File: src/rtl/tbcm_pkg.sv
// Shared types and helpers for the tbcm stream demultiplexer.
// The TBCM_STREAM_DEMUX_SELECT_CHECK_EN macro (used in tbcm_stream_demux) relies on
// select_legal() from this package.
package tbcm_pkg;

  // Upper bound on ENTRIES; selects are widened to this before decoding.
  localparam int unsigned MaxEntries = 32;
  localparam int unsigned MaxSelBits = 5;

  typedef enum logic {
    IDLE,
    BUSY
  } demux_state_e;

  function automatic int unsigned select_width(int unsigned entries, bit one_hot);
    if (one_hot) begin
      return entries;
    end
    return (entries > 1) ? $clog2(entries) : 1;
  endfunction

  function automatic logic [MaxEntries-1:0] entry_mask(int unsigned entries);
    logic [MaxEntries-1:0] mask;
    mask = '0;
    for (int unsigned i = 0; i < MaxEntries; i++) begin
      if (i < entries) begin
        mask[i[MaxSelBits-1:0]] = 1'b1;
      end
    end
    return mask;
  endfunction

  // One-hot selects keep only their lowest set bit; binary values beyond the entry count
  // decode to all-zero, which the demux treats as "drop".
  function automatic logic [MaxEntries-1:0] to_one_hot(logic [MaxEntries-1:0] select,
                                                       bit one_hot, int unsigned entries);
    logic [MaxEntries-1:0] masked;
    logic [MaxEntries-1:0] res;
    res = '0;
    if (one_hot) begin
      masked = select & entry_mask(entries);
      res    = masked & (-masked);
    end else begin
      for (int unsigned i = 0; i < MaxEntries; i++) begin
        if ((i < entries) && (select == i)) begin
          res[i[MaxSelBits-1:0]] = 1'b1;
        end
      end
    end
    return res;
  endfunction

  function automatic logic select_legal(logic [MaxEntries-1:0] select, bit one_hot,
                                        int unsigned entries);
    logic [MaxEntries-1:0] mask;
    mask = entry_mask(entries);
    if (one_hot) begin
      return ($countones(select & mask) == 1) && ((select & ~mask) == '0);
    end
    return select < entries;
  endfunction

endpackage

File: src/rtl/tbcm_stream_slice.sv
// Single-entry valid/ready register stage with full throughput.
// Ready is combinational from downstream ready so a beat can load while the held one drains.
module tbcm_stream_slice #(
  parameter type payload_t = logic
) (
  input  logic     i_clk,
  input  logic     i_rst_n,
  input  logic     i_valid,
  output logic     o_ready,
  input  payload_t i_data,
  output logic     o_valid,
  input  logic     i_ready,
  output payload_t o_data
);

  logic     valid_q;
  payload_t data_q;

  assign o_ready = !valid_q || i_ready;
  assign o_valid = valid_q;
  assign o_data  = data_q;

  // Load on accept; empty when the held beat drains with nothing behind it.
  always_ff @(posedge i_clk or negedge i_rst_n) begin
    if (!i_rst_n) begin
      valid_q <= 1'b0;
      data_q  <= '0;
    end else begin
      if (o_ready) begin
        valid_q <= i_valid;
      end
      if (i_valid && o_ready) begin
        data_q <= i_data;
      end
    end
  end

endmodule

File: src/rtl/tbcm_stream_demux.sv
// Streaming 1-to-ENTRIES demultiplexer with a registered output stage.
// Destination is taken from i_select on a packet's first beat and held until its last beat.
// Define TBCM_STREAM_DEMUX_SELECT_CHECK_EN to drop packets with an illegal select and raise
// the sticky o_select_error flag; otherwise illegal one-hot selects use their lowest set bit.
module tbcm_stream_demux
  import tbcm_pkg::*;
#(
  parameter int unsigned WIDTH        = 2,
  parameter type         DATA_TYPE    = logic [WIDTH-1:0],
  parameter int unsigned ENTRIES      = 2,
  parameter bit          ONE_HOT      = 1'b1,
  localparam int unsigned SELECT_WIDTH = select_width(ENTRIES, ONE_HOT)
) (
  input  logic                    i_clk,
  input  logic                    i_rst_n,
  input  logic                    i_valid,
  output logic                    o_ready,
  input  logic [SELECT_WIDTH-1:0] i_select,
  input  DATA_TYPE                i_data,
  input  logic                    i_last,
  output logic [ENTRIES-1:0]      o_valid,
  input  logic [ENTRIES-1:0]      i_ready,
  output DATA_TYPE                o_data,
  output logic                    o_last,
  output logic                    o_select_error
);

  typedef struct packed {
    logic [ENTRIES-1:0] dest;
    logic               last;
    DATA_TYPE           data;
  } payload_t;

  demux_state_e          state_q;
  logic [ENTRIES-1:0]    dest_q;
  logic [MaxEntries-1:0] sel_wide;
  logic [MaxEntries-1:0] sel_hot;
  logic [ENTRIES-1:0]    first_dest;
  logic [ENTRIES-1:0]    beat_dest;
  logic                  drop;
  logic                  accept;
  logic                  slice_valid;
  logic                  slice_ready;
  logic                  stage_valid;
  logic                  stage_ready;
  logic                  unused_sel_hot;
  payload_t              in_pl;
  payload_t              out_pl;
`ifdef TBCM_STREAM_DEMUX_SELECT_CHECK_EN
  logic                  sel_legal;
  logic                  sel_err_q;
`endif

  assign unused_sel_hot = ^sel_hot;

  // Decode the select; an all-zero destination means the packet is swallowed.
  always_comb begin
    sel_wide                     = '0;
    sel_wide[SELECT_WIDTH-1:0]   = i_select;
    sel_hot                      = to_one_hot(sel_wide, ONE_HOT, ENTRIES);
`ifdef TBCM_STREAM_DEMUX_SELECT_CHECK_EN
    sel_legal                    = select_legal(sel_wide, ONE_HOT, ENTRIES);
    first_dest                   = sel_legal ? sel_hot[ENTRIES-1:0] : '0;
`else
    first_dest                   = sel_hot[ENTRIES-1:0];
`endif
    beat_dest                    = (state_q == BUSY) ? dest_q : first_dest;
    drop                         = (beat_dest == '0);
    o_ready                      = drop || slice_ready;
    accept                       = i_valid && o_ready;
    slice_valid                  = i_valid && !drop;
    in_pl.dest                   = beat_dest;
    in_pl.last                   = i_last;
    in_pl.data                   = i_data;
  end

  tbcm_stream_slice #(
    .payload_t(payload_t)
  ) u_slice (
    .i_clk  (i_clk),
    .i_rst_n(i_rst_n),
    .i_valid(slice_valid),
    .o_ready(slice_ready),
    .i_data (in_pl),
    .o_valid(stage_valid),
    .i_ready(stage_ready),
    .o_data (out_pl)
  );

  // Only the ready of the held beat's destination can drain the stage.
  always_comb begin
    stage_ready = |(i_ready & out_pl.dest);
    o_valid     = {ENTRIES{stage_valid}} & out_pl.dest;
    o_data      = out_pl.data;
    o_last      = out_pl.last;
  end

  // Packet-tracking FSM: lock the destination after a first beat that is not also last.
  always_ff @(posedge i_clk or negedge i_rst_n) begin
    if (!i_rst_n) begin
      state_q <= IDLE;
      dest_q  <= '0;
    end else if (accept) begin
      case (state_q)
        IDLE: begin
          if (!i_last) begin
            state_q <= BUSY;
            dest_q  <= first_dest;
          end
        end
        BUSY: begin
          if (i_last) begin
            state_q <= IDLE;
          end
        end
        default: state_q <= IDLE;
      endcase
    end
  end

`ifdef TBCM_STREAM_DEMUX_SELECT_CHECK_EN
  // Sticky flag set by any accepted first beat carrying an illegal select.
  always_ff @(posedge i_clk or negedge i_rst_n) begin
    if (!i_rst_n) begin
      sel_err_q <= 1'b0;
    end else if (accept && (state_q == IDLE) && !sel_legal) begin
      sel_err_q <= 1'b1;
    end
  end

  assign o_select_error = sel_err_q;
`else
  assign o_select_error = 1'b0;
`endif

endmodule

File: config.mk
export PLATFORM = sky130hd
export DESIGN_NAME = tbcm_stream_demux
export DESIGN_NICKNAME = d
export VERILOG_FILES = /design/src/rtl/tbcm_pkg.sv /design/src/rtl/tbcm_stream_slice.sv /design/src/rtl/tbcm_stream_demux.sv
export SDC_FILE = /design/constraint.sdc
export NUM_CORES = 1
export LEC_CHECK = 0
export ABC_AREA = 1
export CORE_AREA = 3 3 40 42
export DETAILED_ROUTE_END_ITERATION = 8
export DIE_AREA = 0 0 43 45
export HOLD_SLACK_MARGIN = 0.06
export PLACE_DENSITY = 0.69
export SLEW_MARGIN = 20
export SYNTH_ARGS = -nofsm -noshare
export SYNTH_HDL_FRONTEND = slang
export SYNTH_SLANG_ARGS = --single-unit
File: constraint.sdc
create_clock -name i_clk -period 3.1 [get_ports i_clk]
set_clock_uncertainty 0.15 [all_clocks]
set_input_delay 0.62 -clock i_clk [delete_from_list [all_inputs] [get_ports i_clk]]
set_output_delay 0.62 -clock i_clk [all_outputs]
set_load 0.01 [all_outputs]
==> results by group <==
Clock network
  – Post-CTS resize count: 0
  – Skew-Pair Late Insertion Delay: 0.26 ns
  – CTS Hold Bufs: 0
  – Root Buffer: clkbuf_4
  – CTS sink count: 9
  – Clock transition at path regs: around 0.060 ns
  – Clock Tree Buf Depth: 2
  – CTS Buf Count: 3
  – CTS tree: yes
  – Setup Fix Bufs, Post-CTS: 0
  – Max H-tree Level: 1

Worst setup path
  – Worst path bufs/invs: 3
  – Crit path depth: 6
  – Worst r2r src: state_q
  – CP required: 2.33 ns
  – CP max FO: 5
  – Worst flop-to-flop path endpoint: u_slice.o_data[4]
  – Critical path type: in2out
  – Most common cell on crit path: clkdlybuf4s50_1
  – Critical Path Source Type: input port
  – CP top delay family: buffers and inverters
  – Crit-path max cell delay: 0.54 ns
  – CP endpoint kind: output port
  – Worst path slowest cell: clkdlybuf4s50_1
  – R2r setup slk: between 1.5 and 2 ns
  – Arrival time worst endpoint: between 2 and 2.5 ns
  – R2R cell count: 6
  – CP Cell Sequence: clkdlybuf4s50_1 -> inv_1 -> nand3_1 -> nand3_2 -> nand2_2 -> clkdlybuf4s50_1

STA
  – Tcrit/Tclk final: 0.909
  – Setup-failing EPs final: 0
  – Pins Over Slew Limit: 0
  – Final setup TNS: 0 ns
  – Max frequency: ~350 MHz
  – Final Hold Vio Count: 0
  – Tmin final: 2.82 ns
  – Worst hold margin: around 0.32 ns
  – RSZ-0062 raised after global routing: false

Hold path
  – Hold endpoint: dest_q[0]
  – Hold Crit Depth: 2
  – Min-Delay Path Class: reg2reg
  – Worst hold start: dest_q[0]

Drt
  – Detailed Route WL: 857 um
  – M1 WL: roughly 350 um
  – Total number of vias: 411
  – DR top layer: met4
  – DR WL/cell: ~9.4 um
  – Post-route DRC: 0
  – Met3 WL: ~64 um
  – Metal2 WL: about 440 um
  – Initial DRT Pass Iterations: 2
  – Via density: ~4.5
  – DR iter-0 viols: 2
  – Final ANT Viol Nets: 0

Floorplan
  – Die area: slightly below 2000 um^2
  – Die width: roughly 43 um
  – Core Rows: 13
  – Die height: 45 um
  – Starting density of the core: 0.394
  – Core Box Area: approximately 1300 um^2
  – Io pins: 17

GRT
  – Gr ovfl total: 0
  – Largest net degree at the start of global routing: 12
  – First-pass GRT wire length: ~1.5 mm
  – GRT Total Usage: 0.115
  – Vias in the first global route: 369
  – Initial antenna violation count: 0

Place
  – I/O Buffers: 15
  – Final GP Congestion: roughly 0.83
  – Post-DP Area: 642 um^2
  – DP HPWL: around 700 um

Power and ir drop
  – VDD IR max: roughly 420 uV
  – Internal power: about 0.36 mW
  – Comb pwr share: 0.481
  – Switching part of the total: 0.388
  – Clk pwr share: 0.154
  – Power density over cell area: about 880 nW/um^2
  – LEAKAGE: approximately 0.34 nW
  – NetSw: around 0.23 mW
  – Sequential power share: 0.365
  – Design Power: between 0.5 and 0.6 mW

Finish
  – Fin nets: 87
  – Final instance area: between 600 and 700 um^2
  – Diode count: 0
  – Final core utilization: 0.520
  – Layout cell share with drive strength beyond 1: 0.237
  – Fillers: 140
  – Area Overhead vs Synth: 31.9%

Yosys
  – Synthesis-stage register bit count: 9
  – Synth Instances: about 60
  – Mapped Area: around 500 um^2
  – Ys Warns: 0
  – Syn_area_per_cell: a little over 8 um^2
  – Sequential share of the synthesized area: 0.444
  – Post-synth net total: between 70 and 80
  – Post-synthesis cell type count: 15

Run
  – MaxCap Viol Count: 0

Run status
  – Status: finished, final reports clean
-- layer usage --
layer / vias to the layer above / global-route usage
li1: 216 / -
met1: 181 / 0.115
met2: 12 / 0.171
met3: 2 / 0.0598
met4: 0 / 0.108
met5: - / 0
-- power by group through the flow --
stage / Sequential, mW / Combinational, mW / Clock [mW]
global placement: 0.215 / 0.282 / 0
global route: 0.223 / 0.315 / 0.102
detailed placement: 0.217 / 0.287 / 0
CTS: 0.215 / 0.288 / 0.0973
floorplan: 0.211 / 0.209 / 0
finish: 0.214 / 0.282 / 0.0905
-- cells by family (layout without fill, tap and decap cells) --
| kind of cell | count (synthesis) | after routing | synth area share |
|---|---|---|---|
| compound gates | 6 | 6 | 0.0963 |
| simple gates | 31 | 31 | 0.311 |
| buf+inv | 14 | 29 | 0.141 |
| other cells | 1 | 1 | 0.00740 |
| flops | 9 | 9 | 0.444 |
-- cell usage in the layout, fill, tap and decap left out --
cell,netlist,layout
nor2_1,2,2
clkbuf_1,0,1
conb_1,1,1
o21ai_2,5,5
nand2_2,7,7
clkbuf_4,0,3
inv_1,9,9
dfrtp_1,9,9
and2_1,1,1
nand3_1,3,3
inv_2,1,1
o21ai_1,1,1
nand2_1,14,14
nand3_2,2,2
clkdlybuf4s50_1,0,15
nand4_1,2,2
-- final cells by class --
type / instances / area [um^2] / share of cell area
multi-input cells: 38 / 210 / 0.315
clock buffers: 4 / 26.3 / 0.0393
flip-flops and latches: 9 / 225 / 0.337
well taps: 15 / 18.8 / 0.0281
inverters: 10 / 37.5 / 0.0562
repair buffers: 15 / 150 / 0.225
-- sequential cells by signal (all words and copies together) (netlist names) --
signal / flops
u_slice.o_valid: 1
dest_q: 2
state_q: 1
u_slice.o_data: 5
-- worst register-to-register path, stage by stage, from the launching register on --
cell and delay, ns:
dfrtp_1 0.43, inv_2 0.09, nand3_1 0.10, nand3_2 0.10, nand3_2 0.25, nand2_1 0.16, o21ai_2 0.06
-- synth_stat cells --
cell,instances,area share
nand2_1,14,0.10
dfrtp_1,9,0.44
inv_1,9,0.067
nand2_2,7,0.086
o21ai_2,5,0.086
buf_4,3,0.044
nand3_1,3,0.030
nand3_2,2,0.040
nand4_1,2,0.025
nor2_1,2,0.015
and2_1,1,0.012
buf_6,1,0.022
conb_1,1,0.0074
inv_2,1,0.0074
o21ai_1,1,0.0099
-- worst max-delay path by stage --
| stage | start | end | slack [ns] |
|---|---|---|---|
| floorplan | i_select[0] | o_ready | 1.34 |
| global placement | i_select[0] | o_ready | 0.30 |
| detailed placement | i_select[0] | o_ready | 0.29 |
| CTS | i_select[0] | o_ready | 0.28 |
| global route | i_select[0] | o_ready | 0.17 |
| finish | i_select[0] | o_ready | 0.28 |
-- per-stage QoR --
stage / setup WS (ns) / instances
final: 0.282 / 91
after global routing: 0.174 / 91
after CTS: 0.277 / 91
after detailed placement: 0.287 / 87
after global placement: 0.305 / 87
after floorplan: 1.34 / 61
Power figures use the tool's default switching activity.
